--- src/rtl/ap_ctrl_sequencer.sv ---
// Initiator for the HLS ap_ctrl_chain handshake: issues a programmed number of kernel
// invocations with up to MAX_OUT in flight and records per-invocation latency.
// Optional continue back-pressure injection: define AP_CTRL_SEQ_STALL_INJECT_EN.
module ap_ctrl_sequencer #(
    parameter int CNT_W   = 16,
    parameter int LAT_W   = 32,
    parameter int MAX_OUT = 4
) (
    input  logic             ap_clk,
    input  logic             ap_rst_n,
    input  logic             cfg_start,
    input  logic [CNT_W-1:0] cfg_count,
    input  logic             cfg_abort,
`ifdef AP_CTRL_SEQ_STALL_INJECT_EN
    input  logic             stall_en,
`endif
    output logic             ap_start,
    input  logic             ap_ready,
    input  logic             ap_done,
    output logic             ap_continue,
    output logic             busy,
    output logic             run_done,
    output logic [CNT_W-1:0] issued,
    output logic [CNT_W-1:0] completed,
    output logic [LAT_W-1:0] last_lat,
    output logic [LAT_W-1:0] max_lat,
    output logic             err,
    output logic [1:0]       dbg_state
);

    localparam int PTR_W = (MAX_OUT > 1) ? $clog2(MAX_OUT) : 1;
    localparam logic [CNT_W-1:0] MAX_OUT_C = CNT_W'(MAX_OUT);
    localparam logic [PTR_W-1:0] PTR_LAST  = PTR_W'(MAX_OUT - 1);

    localparam logic [1:0] S_IDLE  = 2'd0;
    localparam logic [1:0] S_RUN   = 2'd1;
    localparam logic [1:0] S_DRAIN = 2'd2;

    logic [1:0]       state, state_nxt;
    logic [CNT_W-1:0] target, target_nxt;
    logic [CNT_W-1:0] issued_nxt, completed_nxt, outstanding, outst_nxt;
    logic [LAT_W-1:0] timer, lat;
    logic [LAT_W-1:0] ts_mem [MAX_OUT];
    logic [PTR_W-1:0] wr_ptr, rd_ptr;
    logic             abort_pend, zero_done;
    logic             accept, done_ok, complete, spurious, bypass, push, pop;
    logic             start_run, stop_now, start_nxt;

    function automatic logic [PTR_W-1:0] ptr_adv(input logic [PTR_W-1:0] p);
        return (p == PTR_LAST) ? '0 : p + 1'b1;
    endfunction

    assign busy      = (state != S_IDLE);
    assign dbg_state = state;

`ifdef AP_CTRL_SEQ_STALL_INJECT_EN
    logic [15:0] lfsr;

    always_ff @(posedge ap_clk or negedge ap_rst_n) begin
        if (!ap_rst_n) lfsr <= 16'hACE1;
        else           lfsr <= {lfsr[14:0], lfsr[15] ^ lfsr[13] ^ lfsr[12] ^ lfsr[10]};
    end

    assign ap_continue = busy & (~stall_en | (lfsr[1:0] != 2'b00));
`else
    assign ap_continue = busy;
`endif

    // Handshake: an invocation is accepted on a cycle with ap_start & ap_ready and
    // completes on a cycle with ap_done & ap_continue; ap_start never drops unaccepted.
    assign accept        = ap_start & ap_ready;
    assign outstanding   = issued - completed;
    assign done_ok       = ap_done & ap_continue;
    assign complete      = done_ok & ((outstanding != '0) | accept);
    assign spurious      = done_ok & (outstanding == '0) & ~accept;
    assign bypass        = complete & (outstanding == '0);
    assign push          = accept & ~bypass;
    assign pop           = complete & ~bypass;
    assign lat           = bypass ? '0 : (timer - ts_mem[rd_ptr]);
    assign start_run     = (state == S_IDLE) & cfg_start & (cfg_count != '0);
    assign stop_now      = (abort_pend | cfg_abort) & ~(ap_start & ~ap_ready);
    assign issued_nxt    = start_run ? '0 : issued + CNT_W'(accept);
    assign completed_nxt = start_run ? '0 : completed + CNT_W'(complete);
    assign outst_nxt     = issued_nxt - completed_nxt;
    assign run_done      = zero_done | ((state == S_DRAIN) & (completed == target));

    always_comb begin
        state_nxt  = state;
        target_nxt = target;
        case (state)
            S_IDLE: if (start_run) begin
                state_nxt  = S_RUN;
                target_nxt = cfg_count;
            end
            S_RUN: if (issued == target) begin
                state_nxt = S_DRAIN;
            end else if (stop_now) begin
                // An abort shrinks the run to whatever has been accepted so far.
                state_nxt  = S_DRAIN;
                target_nxt = issued_nxt;
            end
            S_DRAIN: if (completed == target) state_nxt = S_IDLE;
            default: state_nxt = S_IDLE;
        endcase
    end

    // Evaluated on next-cycle counters so a continuous issue yields back-to-back accepts.
    assign start_nxt = (ap_start & ~ap_ready) |
                       ((state_nxt == S_RUN) & (issued_nxt < target_nxt) & (outst_nxt < MAX_OUT_C));

    always_ff @(posedge ap_clk or negedge ap_rst_n) begin
        if (!ap_rst_n) begin
            state      <= S_IDLE;
            target     <= '0;
            issued     <= '0;
            completed  <= '0;
            ap_start   <= 1'b0;
            timer      <= '0;
            zero_done  <= 1'b0;
            abort_pend <= 1'b0;
            last_lat   <= '0;
            max_lat    <= '0;
            err        <= 1'b0;
            wr_ptr     <= '0;
            rd_ptr     <= '0;
        end else begin
            state      <= state_nxt;
            target     <= target_nxt;
            issued     <= issued_nxt;
            completed  <= completed_nxt;
            ap_start   <= start_nxt;
            timer      <= timer + 1'b1;
            zero_done  <= (state == S_IDLE) & cfg_start & (cfg_count == '0);
            abort_pend <= (state == S_RUN) & (state_nxt == S_RUN) & (abort_pend | cfg_abort);
            if (start_run) begin
                last_lat <= '0;
                max_lat  <= '0;
                err      <= 1'b0;
            end else begin
                if (complete) begin
                    last_lat <= lat;
                    if (lat > max_lat) max_lat <= lat;
                end
                if (spurious) err <= 1'b1;
            end
            if (push) wr_ptr <= ptr_adv(wr_ptr);
            if (pop)  rd_ptr <= ptr_adv(rd_ptr);
        end
    end

    always_ff @(posedge ap_clk) begin
        if (push) ts_mem[wr_ptr] <= timer;
    end

endmodule

--- config.mk ---
export PLATFORM = sky130hd
export DESIGN_NAME = ap_ctrl_sequencer
export DESIGN_NICKNAME = d
export VERILOG_FILES = /design/src/rtl/ap_ctrl_sequencer.sv
export SDC_FILE = /design/constraint.sdc
export NUM_CORES = 1
export LEC_CHECK = 0
export ABC_AREA = 1
export CAP_MARGIN = 5
export CELL_PAD_IN_SITES_DETAIL_PLACEMENT = 1
export CELL_PAD_IN_SITES_GLOBAL_PLACEMENT = 2
export CORE_ASPECT_RATIO = 0.6
export CORE_MARGIN = 1
export CORE_UTILIZATION = 25
export CTS_BUF_LIST = sky130_fd_sc_hd__clkbuf_4 sky130_fd_sc_hd__clkbuf_8
export DETAILED_ROUTE_END_ITERATION = 7
export GPL_ROUTABILITY_DRIVEN = 0
export PLACE_DENSITY = 0.64
export SLEW_MARGIN = 5
export SYNTH_ARGS = -nofsm -noshare
export SYNTH_HDL_FRONTEND = slang
export SYNTH_SLANG_ARGS = --single-unit
--- constraint.sdc ---
create_clock -name ap_clk -period 13.1 [get_ports ap_clk]
set_input_delay 1.965 -clock ap_clk [delete_from_list [all_inputs] [get_ports ap_clk]]
set_output_delay 1.965 -clock ap_clk [all_outputs]
set_load 0.005 [all_outputs]
# After elaboration in Yosys (flattened, before gate mapping)
# Memories as Yosys holds them, arrays and structs flattened.
# Index checks and enable logic that the tools add are counted.
# op_classes
muxes	23
n_eq_ne	7
order_cmp	3
n_reduce_logical	10
add_sub_neg	8
bitwise	26
# op_table
operator	n
2-to-1 mux 32 bit	6
2-to-1 mux 16 bit	5
adder 16 x 1 -> 16 bit	2
adder 32 x 1 -> 32 bit (second input constant)	1
== test 16 bit	2
greater-than comparator 32 bit	1
logical NOT 16 bit	2
case mux 16 bit (2 select lines)	1
nonzero test 16 bit	2
subtractor 16 bit	2
subtractor 32 bit	1
bitwise AND 1 bit	18
less-than comparator 16 bit	1
less-than comparator 16 x 3 -> 1 bit (second input constant)	1
2-to-1 mux 2 bit	6
nonzero test 2 bit	4
== test 2 bit (second input constant)	3
case mux 2 bit (3 select lines)	1
adder 2 x 1 -> 2 bit (second input constant)	2
== test 2 x 1 -> 1 bit (second input constant)	2
2-to-1 mux 1 bit	4
NOT 1 bit	4
bitwise OR 1 bit	4
logical NOT 2 bit	1
AND reduction 2 bit	1
# word_totals
inputBits	22
regBits	154
out_inout_bits	103
ram_bits	128
memories	1
# memory_table
name	words	word_bits	rd	rd_clocked_by_memory_dff	wr	line	source
ts_mem	4	32	1	0	1	43	logic [LAT_W-1:0] ts_mem [MAX_OUT];

# Logic depth before layout (Yosys ltp)
# Gate-level depths: netlist (run 1).
# logic_depth
depth_word	11
depth_mapped	49
ltp_nobuf	48

# Worst setup path after synthesis (run 1)
# No wires, ideal clock.
# synth_path
path_type	input to register
from	input port ap_done
to	register ap_start
setup_time_ns	0.065
cell_stages	32
required_time_ns	13.035
setup_slack_ns	7.805
arrival_time_ns	5.230
cell_sequence	inv_1 > nor2_1 > nand2_1 > buf_6 > inv_2 > ha_1 > ha_1 > nand2_1 > nor2_1 > inv_1 > nor2_1 > inv_1 > nor2_1 > inv_1 > nor2_1 > nand3_1 > nor2_1 > nand2_1 > o21ai_0 > nor3b_1 > inv_1 > ha_1 > a21oi_1 > o21ai_0 > a21o_1 > nand2_1 > nand2_1 > nor2_1 > nand3_1 > nor2_1 > nand2_1 > nand2_1
# synth_between
elab_chain_cells	8
# synth_lines
item	line	source
from (decl)	19	input logic ap_done,
bitwise AND 1 bit	73	assign done_ok = ap_done & ap_continue;
bitwise AND 1 bit	74	assign complete = done_ok & ((outstanding != '0) | accept);
adder 16 x 1 -> 16 bit	83	assign completed_nxt = start_run ? '0 : completed + CNT_W'(complete);
2-to-1 mux 16 bit	83	
via completed_nxt[12]	41	logic [CNT_W-1:0] issued_nxt, completed_nxt, outstanding, outst_nxt;
subtractor 16 bit	84	assign outst_nxt = issued_nxt - completed_nxt;
less-than comparator 16 x 3 -> 1 bit	109	((state_nxt == S_RUN) & (issued_nxt < target_nxt) & (outst_nxt < MAX_OUT_C));
bitwise AND 1 bit	109	
bitwise OR 1 bit	108	assign start_nxt = (ap_start & ~ap_ready) |
via start_nxt	47	logic start_run, stop_now, start_nxt;
to (signal assigned)	131	ap_start <= start_nxt;
to (decl)	17	output logic ap_start,
# The timed path passes the listed nets, and every way through them passes these cells.
# A chain may end at the register's enable or synchronous reset.

# Final worst setup path (run 1)
# layout_path
from	register rd_ptr[0]
to	register max_lat[1]
# layout_between
elab_chain_cells	6
elab_cells_between_ends	9
cone_classes	add/sub: 1; order compare: 1; mux: 4; reduce/logical: 2; memory: 1
# layout_lines
item	line	source
from (decl)	44	logic [PTR_W-1:0] wr_ptr, rd_ptr;
from (signal assigned)	147	if (pop) rd_ptr <= ptr_adv(rd_ptr);
memory (4 x 32 bit) *	--	
subtractor 32 bit *	79	assign lat = bypass ? '0 : (timer - ts_mem[rd_ptr]);
2-to-1 mux 32 bit *	79	
greater-than comparator 32 bit or 2-to-1 mux 32 bit (tied branches)	142	if (lat > max_lat) max_lat <= lat;
nonzero test 2 bit (no source line) or 2-to-1 mux 32 bit (tied branches)	--	
AND reduction 2 bit (no source line) or 2-to-1 mux 32 bit (tied branches)	--	
to (signal assigned)	142	
to (decl)	26	output logic [LAT_W-1:0] max_lat,
# Mark *: on every way between the ends. The rest lies on a longest branch, timed or not. The select of a mux whose other input is x is not followed.

==> results.md, run 1 <==
- FF+latch area: 7700 um2
- Fill count: 7954
- Data arrival, critical path: 7.76 ns
- Final setup fails: 0
- Worst Tran Pin Value: 1.20 ns
- CP most frequent cell: nand2_1
- # hold bufs at CTS: 0
- Antenna Violating Nets Remaining: 0
- Worst endpoint required time: 13.57 ns
- Core area: 67000 um2
- Clock buffer depth: 3
- Reg2Reg Depth: 30
- Avg Inst Size Synth: 8.41 um2
- Global route total overflow: 0
- PwrDens: 207 nW/um2
- Vias per cell: 4.85
- Initial antenna violation count: 3
- PostCTS Resize Cnt: 0
- Max incr delay on CP: 0.72 ns
- Tmin final: 7.29 ns
- CTS tree: done
- Die area: 69700 um2
- Die X: 340 um
- RSZ-0062 raised after global routing: false
- Post-layout util: 30.7%
- Hold Crit Depth: 2
- Reg clk slew, reported paths: 0.07 ns
- Clk_lat worst skew: 0.63 ns
- CP max stage cell: o31ai_1
- Async set-reset flop share out of synthesis: 54.6%
- Status: completed
- Drt initial violations: 1287
- Commonest non-fill, non-tap cells in the layout: nand2_1, inv_1, nor2_1
- Area of the multi-input gates: 8140 um2
- Synthesized area: 17200 um2
- Htree depth: 2
- Post-route DRC violation count: 0
- Net count of the mapped netlist: 2181
- Finished Layout Cells: 3121
- Leak pwr: 9.46 nW
- F_max: 137 MHz
- Mapped Cells: 2041
- Area Overhead vs Synth: 19.8%
- Critical Path End Type: flop
- Register area share after synthesis: 44.9%
- Fin. Hold Viols: 0
- Rel. slew slack: 19.6%
- Top-Level Pins: 125
- Clock root buffer: clkbuf_8
- Die Ht: 205 um
- GRT Total Usage: 19.6%
- CTS Buf Count: 48
- Inst Count DP: 3031
- Initial Utilization: 25.6%
- Ys Warns: 0
- Clock Sinks: 282
- PortBufs: 124
- WL/cell: 21.9 um
- Vias in the first global route: 14963
- Final Cycle Share: 55.6%
- Flops & latches, synth: 282
- Final net count: 2321
- Drt pass-1 iters: 5
- Most used flip-flop cell after synthesis: dfrtp_1
- Site Rows: 73
- Peak VDD IR: 0.0806 mV
- Share of cells above drive strength 1: 7.16%
- Largest net degree at the start of global routing: 77
- Slew Viols, Final: 0
- Post-CTS setup buffers: 0
- First-pass GRT wire length: 102 mm
- CP max FO: 68
- Via count: 15147
- DP HPWL: 53.6 mm
- CP Launch Type: flop
- CP Class: flop to flop
- Synth cell types: 53
- Most common cell after layout, fill and taps aside: nand2_1
- Setup TNS: 0 ns
- Ant. Diodes: 0
- Min-delay worst type: flop to flop
- Total Wirelength: 68.3 mm
- Clk_skew: 0.0355 ns
- Post-synth EDFFs: 128
- Max-Cap Viols: 0
## cell usage after synthesis, types with 9 or more instances
cell type | instances | area share, %
a32o_1 | 30 | 1.7
edfxtp_1 | 128 | 22
buf_2 | 14 | 0.41
ha_1 | 117 | 8.5
o221ai_1 | 12 | 0.61
xor2_1 | 57 | 2.9
clkbuf_1 | 27 | 0.59
a21o_1 | 9 | 0.39
nand4_1 | 19 | 0.69
nor3_1 | 25 | 0.73
nand3_1 | 160 | 4.7
nor2_1 | 165 | 3.6
xnor2_1 | 33 | 1.7
dfrtp_1 | 154 | 22
a21oi_1 | 134 | 3.9
nand2_1 | 425 | 9.3
nand3_2 | 13 | 0.76
o21ai_1 | 45 | 1.3
inv_1 | 275 | 6.0
o21ai_0 | 87 | 2.5
## metal layers
metal  vias up  global-route usage, %  routed length (um)
li1       7154                      -                   -
met1      7488                   33.3               38400
met2       442                   22.7               22900
met3        61                   6.12                6220
met4         2                   2.72                 669
met5         -                  0.903                  72
## per-stage QoR
step                power (mW)  instance area (um2)  hold slack [ns]  setup slack, ns
floorplan                 2.51                17200            0.462             7.80
global placement          3.29                19500            0.491             5.97
detailed placement        3.33                19500            0.497             5.93
CTS                       4.28                20600            0.515             5.90
global route              4.60                20600            0.560             5.23
finish                    4.25                20600            0.505             5.81
## cell type report
| cell class | instances | share of cell area [%] |
|---|---|---|
| clock inverters | 19 | 0.974 |
| multi-input cells | 1415 | 39.6 |
| clock buffers | 71 | 4.36 |
| repair buffers | 150 | 6.99 |
| flip-flops and latches | 282 | 37.4 |
| well taps | 900 | 5.48 |
| inverters | 284 | 5.18 |
## power by group
group	switching, mW	leakage [nW]	internal, mW
clock	0.409	0.568	0.519
combinational	1.35	5.65	0.776
sequential	0.174	3.24	1.03
## sequential cells by signal (all words and copies together) (netlist names), 16 cells and up
| signal | cells |
|---|---|
| ts_mem | 128 |
| last_lat | 32 |
| max_lat | 32 |
| timer | 32 |
| completed | 16 |
| issued | 16 |
| target | 16 |
## worst paths after layout
kind	start	endpoint	slack [ns]
max	rd_ptr[0]	max_lat[1]	5.81
min	abort_pend	abort_pend	0.51
max reg2reg	rd_ptr[0]	max_lat[1]	5.81
min reg2reg	abort_pend	abort_pend	0.51
max in group asynchronous	ap_rst_n	timer[25]	10.52
min in group asynchronous	ap_rst_n	dbg_state[1]	1.32
## cell families after synthesis
group,Yosys count,synth area share [%]
simple gates,838,21.1
compound gates,369,12.8
buf+inv,344,7.95
flops,282,44.9
fa+ha+maj,118,8.65
xor+xnor,90,4.59
## critical path, delay by kind of cell, from the launching register on
kind,cells,cell delay [ns]
and+or+nand+nor,11,2.04
AOI/OAI and AO/OA,8,2.18
DFF,1,0.34
buffers and inverters,8,1.84
adders and majority gates,3,0.66
(Power assumes the default switching activity.)
==> run 2: changes to the inputs <==
==> constraint.sdc (replaced) <==
create_clock -name ap_clk -period 6.91 [get_ports ap_clk]
set_input_delay 1.0365 -clock ap_clk [delete_from_list [all_inputs] [get_ports ap_clk]]
set_output_delay 1.0365 -clock ap_clk [all_outputs]
set_load 0.005 [all_outputs]
==> run 2 against run 1 <==
Via count decreased by 0.60%. Cell count grew 0.29%. Sequential share of layout area about the same. Highest routed layer is now met4. Hold slack got worse by 0.12 ns. Power increased by 86%. Die area unchanged. Fmax rose by 17%. Critical path type unchanged. Global-route usage rose by 0.22 points. Routed wire length is 1.3% higher. Critical path depth fell by 4.
==> results.md, run 2 (same netlist as run 1, synthesis figures left out) <==
- Reg2Reg Depth: 26 (was 30)
- Commonest non-fill, non-tap cells in the layout: nand2_1, inv_1, nor2_1 (unchanged)
- Via count: 15056 (was 15147)
- Rel. slew slack: 13.5% (was 19.6%)
- Most common cell after layout, fill and taps aside: nand2_1 (unchanged)
- Clock Sinks: 282 (unchanged)
- Fin. Hold Viols: 0 (unchanged)
- CTS Buf Count: 47 (was 48)
- Final worst setup slack: 0.686 ns (was 5.81 ns)
- Logic pwr share: 51.5% (was 49.9%)
- # hold bufs at CTS: 0 (unchanged)
- Reg clk slew, reported paths: 0.08 ns (was 0.07 ns)
- Largest register FFs: 128 (unchanged)
- Post-route DRC violation count: 0 (unchanged)
- First-pass GRT wire length: 102 mm (about the same)
- CP Class: flop to flop (unchanged)
- Max incr delay on CP: 0.53 ns (was 0.72 ns)
- Worst Tran Pin Value: 1.29 ns (was 1.20 ns)
- Htree depth: 2 (unchanged)
- Fill count: 7949 (was 7954)
- Flop2flop setup slack: 0.69 ns (was 5.81 ns)
- Final instance area: 20600 um2 (about the same)
- Data arrival, critical path: 6.69 ns (was 7.76 ns)
- Top-Level Pins: 125 (unchanged)
- PwrDens: 385 nW/um2 (was 207 nW/um2)
- Largest net degree at the start of global routing: 71 (was 77)
- Reg power frac: 28.9% (was 28.3%)
- CP max stage cell: inv_2 (was o31ai_1)
- CP most frequent cell: nand2_1 (unchanged)
- Peak VDD IR: 0.147 mV (was 0.0806 mV)
- Inst Count DP: 3048 (was 3031)
- Site Rows: 73 (unchanged)
- Leak pwr: 9.49 nW (was 9.46 nW)
- Switch Pwr: 3.65 mW (was 1.93 mW)
- Global route total overflow: 0 (unchanged)
- DP HPWL: 54.6 mm (was 53.6 mm)
- Ant. Diodes: 0 (unchanged)
- Finished Layout Cells: 3130 (was 3121)
- WL/cell: 22.1 um (was 21.9 um)
- DP Worst Slack: 0.205 ns (was 5.93 ns)
- Clock buffer depth: 3 (unchanged)
- Clock share of power: 19.7% (was 21.8%)
- Critical Path End Type: flop (unchanged)
- Dpl cell area: 19600 um2 (was 19500 um2)
- Drt initial violations: 1170 (was 1287)
- GRT Total Usage: 19.8% (was 19.6%)
- Status: completed (unchanged)
- CTS tree: done (unchanged)
- Final setup fails: 0 (unchanged)
- Final net count: 2337 (was 2321)
- Die area: 69700 um2 (unchanged)
- Top reg by flops: ts_mem (unchanged)
- Max-Cap Viols: 0 (unchanged)
- Area Overhead vs Synth: 19.8% (about the same)
- Slew Viols, Final: 0 (unchanged)
- Antenna Violating Nets Remaining: 0 (unchanged)
- CP Launch Type: flop (unchanged)
- CP max FO: 37 (was 68)
- Clk_lat worst skew: 0.62 ns (was 0.63 ns)
- Levels on crit path: 26 (was 30)
- Share of cells above drive strength 1: 7.44% (was 7.16%)
- WP buf/inv: 6 (was 8)
- Die X: 340 um (unchanged)
- Core area: 67000 um2 (unchanged)
- Initial antenna violation count: 4 (was 3)
- Total Wirelength: 69.2 mm (was 68.3 mm)
- Critical path origin: rd_ptr[0] (unchanged)
- Initial Utilization: 25.6% (unchanged)
- RSZ-0062 raised after global routing: false (unchanged)
- F_max: 161 MHz (was 137 MHz)
- Die Ht: 205 um (unchanged)
- Tmin final: 6.22 ns (was 7.29 ns)
- Clk_skew: 0.0320 ns (was 0.0355 ns)
- CP top delay family: simple AND/OR/NAND/NOR gates (was compound AO/OA/AOI/OAI gates)
- Net Sw Frac: 46.1% (was 45.4%)
- Vias in the first global route: 15120 (was 14963)
- Clock root buffer: clkbuf_8 (unchanged)
- Setup TNS: 0 ns (unchanged)
- Vias per cell: 4.81 (was 4.85)
- Drt pass-1 iters: 5 (unchanged)
- Worst endpoint required time: 7.37 ns (was 13.57 ns)
- Min-delay worst type: primary input to asynchronous set/reset pin (was flop to flop)
- PortBufs: 124 (unchanged)
- Final Cycle Share: 90.1% (was 55.6%)
- Internal power: 4.28 mW (was 2.32 mW)
- RR Startpoint: rd_ptr[0] (unchanged)
## run 2: cell types whose count changed in the layout (fill, tap and decap cells not counted), sizes merged
cell      previous run  this run
clkinv              12        13
buf                 27        44
clkinvlp             4         0
clkbuf              71        69
bufinv               4         1
## run 2: path summary, 6_finish.rpt
kind | endpoint
setup / recovery | max_lat[10]
hold / removal | dbg_state[1]
setup reg to reg | max_lat[10]
hold reg to reg | abort_pend
max in group asynchronous | max_lat[24]
min in group ap_clk | abort_pend
## run 2: power groups by stage
stage | Clock [mW] | Combinational, mW | Sequential, mW
2_1_floorplan | 0 | 2.64 | 2.13
3_3_place_gp | 0 | 3.98 | 2.30
3_5_place_dp | 0 | 4.04 | 2.31
4_1_cts | 1.60 | 4.07 | 2.27
5_1_grt | 1.67 | 4.59 | 2.30
6_report | 1.56 | 4.08 | 2.29
## run 2: cell type report
| type | instances | area [um2] | share of cell area [%] |
|---|---|---|---|
| inverters | 284 | 1070 | 5.18 |
| repair buffers | 167 | 1590 | 7.75 |
| multi-input cells | 1415 | 8150 | 39.6 |
| flip-flops and latches | 282 | 7700 | 37.4 |
| clock buffers | 69 | 850 | 4.13 |
| well taps | 900 | 1130 | 5.48 |
| clock inverters | 13 | 81.3 | 0.395 |
## run 2: metal layers
layer / global-route usage [%] / part of all wire [%]
met2: 23.1 / 33
met5: 0 / 0
met4: 2.75 / 0.92
met1: 33.6 / 57
met3: 6.27 / 8.6
## run 2: what timing repair did
action                                  4_1_cts  5_1_grt
buffers inserted                              0        0
endpoints found under the hold margin         0        0
endpoints found under the setup margin        0       32
gates resized for setup                       0        4
## run 2: through the flow
step / hold WS (ns) / power [mW] / utilization (%)
2_1_floorplan: 0.462 / 4.77 / -
3_3_place_gp: 0.487 / 6.29 / 29.3
3_5_place_dp: 0.492 / 6.35 / 29.3
4_1_cts: 0.376 / 7.95 / 30.7
5_1_grt: 0.399 / 8.56 / 30.7
6_report: 0.382 / 7.93 / 30.7
==> run 3: changes to the inputs <==
--- a/config.mk
+++ b/config.mk
@@ -14,8 +14,9 @@
 export CORE_UTILIZATION = 25
 export CTS_BUF_LIST = sky130_fd_sc_hd__clkbuf_4 sky130_fd_sc_hd__clkbuf_8
 export DETAILED_ROUTE_END_ITERATION = 7
+export DONT_BUFFER_PORTS = 1
 export GPL_ROUTABILITY_DRIVEN = 0
-export PLACE_DENSITY = 0.64
+export PLACE_DENSITY = 0.6
 export SLEW_MARGIN = 5
 export SYNTH_ARGS = -nofsm -noshare
 export SYNTH_HDL_FRONTEND = slang
==> run 3 against run 2 <==
Cell count fell by 4.5%. Clock power rose by 8%. Fmax fell by 2.7%. Critical path type unchanged. Largest power group unchanged.
==> results.md, run 3 (same netlist as run 1, synthesis figures left out) <==
- WL/cell: 21.8 um (was 22.1 um)
- Finished Layout Cells: 2988 (was 3130)
- Worst Tran Pin Value: 1.02 ns (was 1.29 ns)
- DP HPWL: 51.0 mm (was 54.6 mm)
- Leak pwr: 8.98 nW (was 9.49 nW)
- First-pass GRT wire length: 97.7 mm (was 102 mm)
- Clock buffer depth: 3 (unchanged)
- PostCTS Resize Cnt: 0 (unchanged)
- Top reg by flops: ts_mem (unchanged)
- Initial antenna violation count: 2 (was 4)
- Post-CTS setup buffers: 0 (unchanged)
- CP max FO: 34 (was 37)
- Most common cell after layout, fill and taps aside: nand2_1 (unchanged)
- Fill count: 7940 (was 7949)
- Hold WS: 0.109 ns (was 0.382 ns)
- Top-Level Pins: 125 (unchanged)
- Worst endpoint required time: 7.37 ns (about the same)
- Final Total Pwr: 7.64 mW (was 7.93 mW)
- Site Rows: 73 (unchanged)
- Global route total overflow: 0 (unchanged)
- Commonest non-fill, non-tap cells in the layout: nand2_1, inv_1, nor2_1 (unchanged)
- Vias per cell: 4.81 (about the same)
- CTS Buf Count: 47 (unchanged)
- Clk_skew: 0.0348 ns (was 0.0320 ns)
- Clock root buffer: clkbuf_8 (unchanged)
- Data arrival, critical path: 6.86 ns (was 6.69 ns)
- Die Ht: 205 um (unchanged)
- Initial Utilization: 25.6% (unchanged)
- Htree depth: 2 (unchanged)
- Final instance area: 19200 um2 (was 20600 um2)
- Dpl cell area: 18200 um2 (was 19600 um2)
- Largest register FFs: 128 (unchanged)
- Via count: 14376 (was 15056)
- Total Wirelength: 65.2 mm (was 69.2 mm)
- Antenna Violating Nets Remaining: 0 (unchanged)
- PortBufs: 0 (was 124)
- Final Cycle Share: 92.6% (was 90.1%)
- Peak VDD IR: 0.126 mV (was 0.147 mV)
- Final setup fails: 0 (unchanged)
- GRT Total Usage: 18.8% (was 19.8%)
- Die area: 69700 um2 (unchanged)
- Drt initial violations: 936 (was 1170)
- Post-route DRC violation count: 0 (unchanged)
- # hold bufs at CTS: 0 (unchanged)
- Tmin final: 6.40 ns (was 6.22 ns)
- Die X: 340 um (unchanged)
- Clock Sinks: 282 (unchanged)
- Area Overhead vs Synth: 12.2% (was 19.8%)
- Largest net degree at the start of global routing: 155 (was 71)
- CP Launch Type: flop (unchanged)
- CTS tree: done (unchanged)
- Max-Cap Viols: 0 (unchanged)
- Drt pass-1 iters: 5 (unchanged)
- PwrDens: 397 nW/um2 (was 385 nW/um2)
- Status: completed (unchanged)
- Reg clk slew, reported paths: 0.07 ns (was 0.08 ns)
- Setup TNS: 0 ns (unchanged)
- Core area: 67000 um2 (unchanged)
- Slew Viols, Final: 0 (unchanged)
- RSZ-0062 raised after global routing: false (unchanged)
- Critical Path End Type: flop (unchanged)
- Final net count: 2194 (was 2337)
- Inst Count DP: 2905 (was 3048)
- Clk_lat worst skew: 0.63 ns (was 0.62 ns)
- Fin. Hold Viols: 0 (unchanged)
- F_max: 156 MHz (was 161 MHz)
- Share of cells above drive strength 1: 7.33% (was 7.44%)
- Min-delay worst type: primary input to asynchronous set/reset pin (unchanged)
- CP Class: flop to flop (unchanged)
- Vias in the first global route: 14393 (was 15120)
- Rel. slew slack: 31.5% (was 13.5%)
run 3: worst max-delay path, cell delays in order, from the launching register on:
cell,delay [ns]
dfrtp_1,0.66
inv_1,0.26
nand2_1,0.31
inv_1,0.21
nor2_1,0.70
nand4_1,1.00
buf_4,0.60
nand2_1,0.10
inv_1,0.04
ha_1,0.30
nand4_1,0.14
nor3_1,0.28
nand2_1,0.23
a21o_1,0.21
a21oi_1,0.42
nand3_2,0.16
buf_4,0.30
nand3_1,0.12
o21ai_0,0.11
run 3: path summary, 6_finish.rpt:
check	cells past startpoint	startpoint	slack, ns	to
worst max-delay path	18	dbg_state[1]	0.51	max_lat[6]
worst min-delay path	0	ap_rst_n	0.11	zero_done
worst max register to register	18	dbg_state[1]	0.51	max_lat[6]
worst min register to register	2	abort_pend	0.51	abort_pend
max in group asynchronous	0	ap_rst_n	6.45	timer[15]
min in group ap_clk	2	abort_pend	0.51	abort_pend
run 3: area by class of cell:
cell class / instances / area, um2 / area share [%]
Antenna cell: 1 / 2.50 / 0.0130
Clock buffer: 70 / 907 / 4.71
Clock inverter: 12 / 119 / 0.617
Inverter: 284 / 1070 / 5.55
Multi-Input combinational cell: 1415 / 8150 / 42.3
Sequential cell: 282 / 7700 / 40.0
Tap cell: 900 / 1130 / 5.85
Timing Repair Buffer: 24 / 180 / 0.936
run 3: layer usage:
layer,share of wire (%),global-route usage [%]
met1,57,31.8
met2,33,21.4
met3,8.3,5.73
met4,1.6,3.59
met5,0,0
run 3: power by group:
group          internal [mW]  switching (mW)  total, mW
registers               1.95           0.364       2.31
logic                   1.22            2.43       3.65
clock network          0.916           0.761       1.68
total                   4.08            3.56       7.64
run 3: through the flow:
| step | util [%] | worst slack, ns |
|---|---|---|
| final | 28.7 | 0.513 |
| after global routing | 28.7 | 0.0377 |
| after CTS | 28.7 | 0.461 |
| after detailed placement | 27.2 | 0.513 |
| after global placement | 27.2 | 0.548 |
| after floorplan | - | 2.13 |
